===== src/rtl/mem_fetch_unit.sv =====
// mem_fetch_unit: memory-side stage of the multicycle RISC-V datapath.
// Owns PC, OldPC, the instruction register and the memory data register,
// and runs a request/grant/response handshake to a unified memory.
// Optional feature: define MEM_TIMEOUT_EN to abort accesses that wait
// TIMEOUT_CYCLES cycles without completing (mem_err pulse, no done).
module mem_fetch_unit #(
  parameter int unsigned     XLEN           = 32,
  parameter logic [XLEN-1:0] RESET_PC       = '0,
  parameter int unsigned     TIMEOUT_CYCLES = 255
) (
  input  logic            clk,
  input  logic            rst_n,
  input  logic            pc_write,
  input  logic            adr_src,
  input  logic            mem_write,
  input  logic            ir_write,
  input  logic            acc_start,
  input  logic [XLEN-1:0] pc_next,
  input  logic [XLEN-1:0] alu_out,
  input  logic [XLEN-1:0] write_data,
  output logic            mem_req,
  output logic            mem_we,
  output logic [XLEN-1:0] mem_addr,
  output logic [XLEN-1:0] mem_wdata,
  input  logic            mem_gnt,
  input  logic            mem_rvalid,
  input  logic [XLEN-1:0] mem_rdata,
  output logic [XLEN-1:0] pc,
  output logic [XLEN-1:0] old_pc,
  output logic [XLEN-1:0] instr,
  output logic [XLEN-1:0] data,
  output logic            busy,
  output logic            done,
  output logic            mem_err
);

  typedef enum logic [1:0] {
    IDLE = 2'd0,
    REQ  = 2'd1,
    RESP = 2'd2
  } state_t;

  state_t state;
  state_t state_next;

  // Latched access attributes, held stable for the whole access
  logic [XLEN-1:0] addr_q;
  logic [XLEN-1:0] wdata_q;
  logic            we_q;
  logic            fetch_q;
  logic            done_q;
  logic            err_q;

  logic [XLEN-1:0] start_addr;
  logic            start_misaligned;
  logic            start_ok;
  logic            rd_done;
  logic            wr_done;
  logic            timeout;

`ifdef MEM_TIMEOUT_EN
  localparam int unsigned CW = $clog2(TIMEOUT_CYCLES + 1);
  localparam logic [CW-1:0] LIMIT = CW'(TIMEOUT_CYCLES - 1);

  logic [CW-1:0] tmo_cnt;

  // Wait counter: zero while idle so it starts from zero on entry to REQ
  always_ff @(posedge clk) begin
    if (!rst_n) begin
      tmo_cnt <= '0;
    end else if (state == IDLE) begin
      tmo_cnt <= '0;
    end else begin
      tmo_cnt <= tmo_cnt + CW'(1);
    end
  end
`endif

  // Next-state logic and completion/abort decode for the handshake
  always_comb begin
    state_next       = state;
    start_addr       = adr_src ? alu_out : pc;
    start_misaligned = 1'b0;
    start_ok         = 1'b0;
    rd_done          = 1'b0;
    wr_done          = 1'b0;
    timeout          = 1'b0;
    case (state)
      IDLE: begin
        if (acc_start) begin
          if (start_addr[1:0] != 2'b00) begin
            start_misaligned = 1'b1;
          end else begin
            start_ok   = 1'b1;
            state_next = REQ;
          end
        end
      end
      REQ: begin
        if (mem_gnt) begin
          if (we_q) begin
            wr_done    = 1'b1;
            state_next = IDLE;
          end else if (mem_rvalid) begin
            rd_done    = 1'b1;
            state_next = IDLE;
          end else begin
            state_next = RESP;
          end
        end
      end
      RESP: begin
        if (mem_rvalid) begin
          rd_done    = 1'b1;
          state_next = IDLE;
        end
      end
      default: begin
        state_next = IDLE;
      end
    endcase
`ifdef MEM_TIMEOUT_EN
    // A completion in the limit cycle wins over the abort
    if ((state != IDLE) && (tmo_cnt == LIMIT) && !(rd_done || wr_done)) begin
      timeout    = 1'b1;
      state_next = IDLE;
    end
`endif
  end

  // State register
  always_ff @(posedge clk) begin
    if (!rst_n) begin
      state <= IDLE;
    end else begin
      state <= state_next;
    end
  end

  // Architectural registers, access latches and one-cycle status pulses
  always_ff @(posedge clk) begin
    if (!rst_n) begin
      pc      <= RESET_PC;
      old_pc  <= '0;
      instr   <= '0;
      data    <= '0;
      addr_q  <= '0;
      wdata_q <= '0;
      we_q    <= 1'b0;
      fetch_q <= 1'b0;
      done_q  <= 1'b0;
      err_q   <= 1'b0;
    end else begin
      if (pc_write) begin
        pc <= pc_next;
      end
      done_q <= rd_done | wr_done;
      err_q  <= start_misaligned | timeout;
      if ((state == IDLE) && acc_start) begin
        addr_q  <= start_addr;
        wdata_q <= write_data;
        we_q    <= mem_write;
        fetch_q <= ir_write & ~mem_write;
      end
      if (rd_done) begin
        if (fetch_q) begin
          instr  <= mem_rdata;
          old_pc <= addr_q;
        end else begin
          data <= mem_rdata;
        end
      end
    end
  end

  assign mem_req   = (state == REQ);
  assign mem_we    = (state == REQ) & we_q;
  assign mem_addr  = addr_q;
  assign mem_wdata = wdata_q;
  assign busy      = (state != IDLE);
  assign done      = done_q;
  assign mem_err   = err_q;

  // start_ok documents the accepted-start decode; it mirrors the IDLE->REQ move
  logic unused_start_ok;
  assign unused_start_ok = start_ok;

endmodule


===== config.mk =====
export PLATFORM = sky130hd
export DESIGN_NAME = mem_fetch_unit
export DESIGN_NICKNAME = d
export VERILOG_FILES = /design/src/rtl/mem_fetch_unit.sv
export SDC_FILE = /design/constraint.sdc
export NUM_CORES = 1
export LEC_CHECK = 0
export CAP_MARGIN = 20
export CORE_ASPECT_RATIO = 1.2
export CORE_MARGIN = 5
export CORE_UTILIZATION = 43
export DETAILED_ROUTE_END_ITERATION = 10
export PLACE_DENSITY_LB_ADDON = 0.2
export RECOVER_POWER = 25
export SLEW_MARGIN = 15
export SYNTH_ARGS = -nofsm -noshare
export SYNTH_HDL_FRONTEND = slang
export SYNTH_SLANG_ARGS = --single-unit

===== constraint.sdc =====
create_clock -name clk -period 2.4 [get_ports clk]
set_clock_uncertainty 0.1 [all_clocks]
set_input_delay 0.72 -clock clk [delete_from_list [all_inputs] [get_ports clk]]
set_output_delay 0.72 -clock clk [all_outputs]
set_load 0.05 [all_outputs]

======== Word level (Yosys, flattened, before mapping) ========
Index checks and enable logic that the tools add are counted.
word-level totals
  output and inout bits ................... 197
  flip-flop bits (word level) ............. 198
  logic and storage cells ................. 46
operators by class
  equality and inequality tests ........... 6
  muxes and demuxes ....................... 16
  reduce and logical (&&, ||, !) cells .... 8
  bitwise gates (word level) .............. 5
operators by type and width
  kind                count
  $mux 32             1
  $mux 2              6
  $mux 1              7
  $ne 2x2->1 const B  3
  $pmux 2 s3          1
  $reduce_and 2->1    2
  $reduce_and 4->1    1
  $reduce_bool 2->1   2
  $reduce_and 3->1    1
  $and 1x1->1         2
  $eq 2x1->1 const B  1
  $eq 2x2->1 const B  1
  $logic_not 2->1     1
  $ne 2x1->1 const B  1
  $not 1->1           2
  $pmux 1 s2          1
  $logic_and 1x1->1   1
  $or 1x1->1          1

======== Longest topological paths before layout ========
  depth after elaboration ................. 5
  gate-level depth with buffers ........... 7
  depth with buffers taken out ............ 5

======== Worst setup path before layout ========
No wires, ideal clock.
  kind .................................... register to output
  from .................................... register state[1]
  to ...................................... output port mem_we
  data required time ...................... 1.580 ns
  setup slack ............................. 0.187 ns
  stages on the path, launching flop included .. 4
  data arrival time ....................... 1.393 ns
  cell sequence ........................... dfxtp_1 -> inv_1 -> ha_1 -> and2_1
between the ends
  longest elaborated chain between the ends .. 2
ends and longest elaborated chain
  item                    RTL line  source
  start, declared         43        state_t state;
  start signal, assigned  136       state <= state_next;
  $eq 2x1->1              --
  named net mem_req       21        output logic mem_req,
  $and 1x1->1             177       assign mem_we = (state == REQ) & we_q;
  end, declared           22        output logic mem_we,
The timed path passes the listed nets, and every way through them passes these cells.

======== Worst setup path after layout ========
  from .................................... register state[1]
  to ...................................... output port mem_we
between the ends
  longest elaborated chain between the ends .. 2
ends and longest elaborated chain
  item         RTL line
  $eq 2x1->1   177
  $and 1x1->1  177
No other way between the ends.

==> impl_metrics.ini <==
[sta]
rsz0062_at_grt = no
hold_viol = 0
timing.final.crit_share = 0.9394
setup_viol = 0
slew_headroom = 0.4842
setup-tns-final_ns = 0
slew_violations = 0
tightest_slew_ns = 0.7737
fmax_mhz = 443.6
finalCriticalPeriod_ns = 2.254

[setup_path]
critPathCaptureType = output port
worstSetupStartpointType = register
cp_slowest_stage_delay_ns = 0.35
cp_num_buf_inv = 2
cp.required_ns = 1.58
crit_family = flip-flops
cp_slowest_cell = dfxtp_1
worstSetupPathType = register to output port
crit_chain = inv_1 > ha_1 > and2_1 > buf_12
crit_fanout = 5
worstPathArrival_ns = 1.43

[floorplan]
die_w_um = 133.5
die_area_um2 = 21120
std_cell_rows = 54
die_h_um = 158.2
core-area_um2 = 18110
initial_utilization = 0.4346
pin_count = 334

[placement]
gp_congestion = 0.7991
port_buffers = 333
dpl.cell_count = 1328
dp_hpwl_um = 16310

[power_and_ir_drop]
power_density_nw_per_um2 = 650.3
power_frac_seq = 0.456
p_int_mw = 5.424
p_comb_frac = 0.182
clkPwrFrac = 0.362
p_leak_nw = 5.959
swShare = 0.2933
p_switching_mw = 2.251
max-vdd-ir-drop_mv = 0.4170

[route]
dr_wl_met2_um = 10590
dr.pass1.iters = 4
drtIter0Drc = 222
dr.max_layer_used = met4
ant_nets = 0
drc_errors = 0
vias = 6597
met3_length_um = 1863
wl_per_cell_um = 16.27
finalWirelength_um = 22120
wl_met1_um = 9262
via_per_inst = 4.851

[grt]
grt_overflow = 0
grt_pass1_wl_um = 34380
grt_pass1_vias = 6424
grt_max_degree = 57
grt.total_usage = 0.2040
antenna_found_initial = 0

[logic_synthesis]
yosysWarnings = 0
synth_cells = 808
synth-seq-area-share = 0.5037
synth_nets = 948
synthDistinctLibCells = 28
syn_avg_cell_area_um2 = 9.740
netlist_area_um2 = 7870
ys_ff_latch = 198

[clocking]
cts_tree = yes
clk_pin_slew_worst_paths_ns = 0.07
root_buffer = clkbuf_16
hold_buffers = 0
postCtsSetupBuffers = 0
h-tree-depth = 4
clock_latency_ns = 0.42
cts.sinks = 198
cts_made_buffers = 17
clockBufferDepth = 2

[run_status]
status = finished, final reports clean

[final_layout]
drive_gt1_frac = 0.09771
final_nets = 1263
num_antenna_cells = 0
stdcell_count = 1360
syn_to_final_growth_pct = 49.98

[min_path]
hp-class = register to register

[flow_run]
maxCapViolCount = 0
## layout by cell type, fill, tap and decap left out, drive strengths merged, types with 3 or more instances in the layout
cell,count
a21boi,35
buf,70
clkbuf,25
clkdlybuf4s50,132
clkinv,6
dfxtp,198
dlygate4sd2,133
dlymetal6s2s,14
ha,3
inv,10
mux2i,161
nand2,262
nor2b,34
o211a,32
## synthesized netlist by cell type, drive strengths merged
master | count | area [um^2]
o211ai | 1 | 7.510
a311oi | 1 | 15.01
a21boi | 35 | 262.8
nand4bb | 1 | 11.26
clkbuf | 38 | 142.6
or4b | 1 | 13.76
and2 | 2 | 12.51
o31ai | 1 | 7.510
or4bb | 1 | 11.26
ha | 3 | 37.54
and3b | 1 | 8.760
inv | 4 | 15.01
buf | 23 | 165.2
nor2b | 34 | 212.7
nand2 | 262 | 983.4
and3 | 1 | 6.260
o2111a | 1 | 11.26
o2111ai | 1 | 15.01
nand3b | 1 | 7.510
a211o | 1 | 8.760
dfxtp | 198 | 3964
mux2i | 161 | 1612
nor2 | 1 | 3.750
a21oi | 2 | 10.01
o211a | 32 | 320.3
nor3 | 1 | 5.000
## worst min-delay path: stages, from the launching register on
cell	delay, ns
dfxtp_1	0.31
nand2_1	0.05
a21boi_1	0.05
## through the flow
stage / setup slack (ns) / power, mW / instance area [um^2] / hold slack [ns] / util
final: 0.1455 / 7.676 / 11800 / 0.3545 / 0.6519
after global routing: 0.06029 / 8.009 / 11800 / 0.3692 / 0.6519
after CTS: 0.00004463 / 7.794 / 11840 / 0.3530 / 0.6537
after detailed placement: 0.001989 / 5.065 / 11430 / 0.3446 / 0.6314
after global placement: 0.02139 / 5.053 / 11430 / 0.3402 / 0.6314
after floorplan: 0.1870 / 4.433 / 7870 / 0.3442 / -
## worst paths after layout
path / depth (start not counted) / end / slack [ns] / start
max: 4 / mem_we / 0.15 / state[1]
max reg2reg: 6 / data[21] / 0.38 / state[1]
min: 2 / mem_wdata[29] / 0.35 / mem_wdata[29]
min reg2reg: 2 / mem_wdata[29] / 0.35 / mem_wdata[29]
## power by group through the flow
stage                     Clock (mW)  Combinational [mW]  Sequential, mW
after floorplan                    0               0.421            4.01
after global placement             0                1.47            3.58
after detailed placement           0                1.48            3.58
after CTS                       2.86                1.43            3.50
after global routing            3.00                1.49            3.52
final                           2.78                1.39            3.50
## layer usage
layer	track usage	vias up
met5	0	-
met3	0.07947	26
met1	0.2397	3027
met4	0.06222	0
li1	-	3321
met2	0.3466	223
## flip-flops by register name, indices dropped and copies added, names as in the netlist
| signal | count |
|---|---|
| fetch_q | 1 |
| state | 2 |
| done | 1 |
| instr | 32 |
| old_pc | 32 |
| data | 32 |
| mem_addr | 32 |
| pc | 32 |
| mem_wdata | 32 |
| mem_err | 1 |
| we_q | 1 |
## cells by family (layout without fill, tap and decap cells)
logic type,after synthesis,count (layout),share of synthesized area
AO/OA/AOI/OAI,75,75,0.08362
adder cells (fa/ha/maj),3,3,0.004770
buffers and inverters,65,393,0.04102
flip-flops,198,198,0.5037
multiplexers,161,161,0.2048
AND/OR/NAND/NOR,306,306,0.1622
## final cells by class
| class | count | area [um^2] |
|---|---|---|
| inverters | 4 | 15.01 |
| clock buffers | 18 | 429.2 |
| fillers | 1568 | 6304 |
| repair buffers | 357 | 3367 |
| multi-input cells | 545 | 3606 |
| well taps | 224 | 280.3 |
| clock inverters | 14 | 142.6 |
| flip-flops and latches | 198 | 3964 |
## repair_timing
item	in CTS	in global routing
resized for setup	133	14
setup endpoints to repair	133	14
endpoints found under the hold margin	0	0
Power figures use the tool's default switching activity.
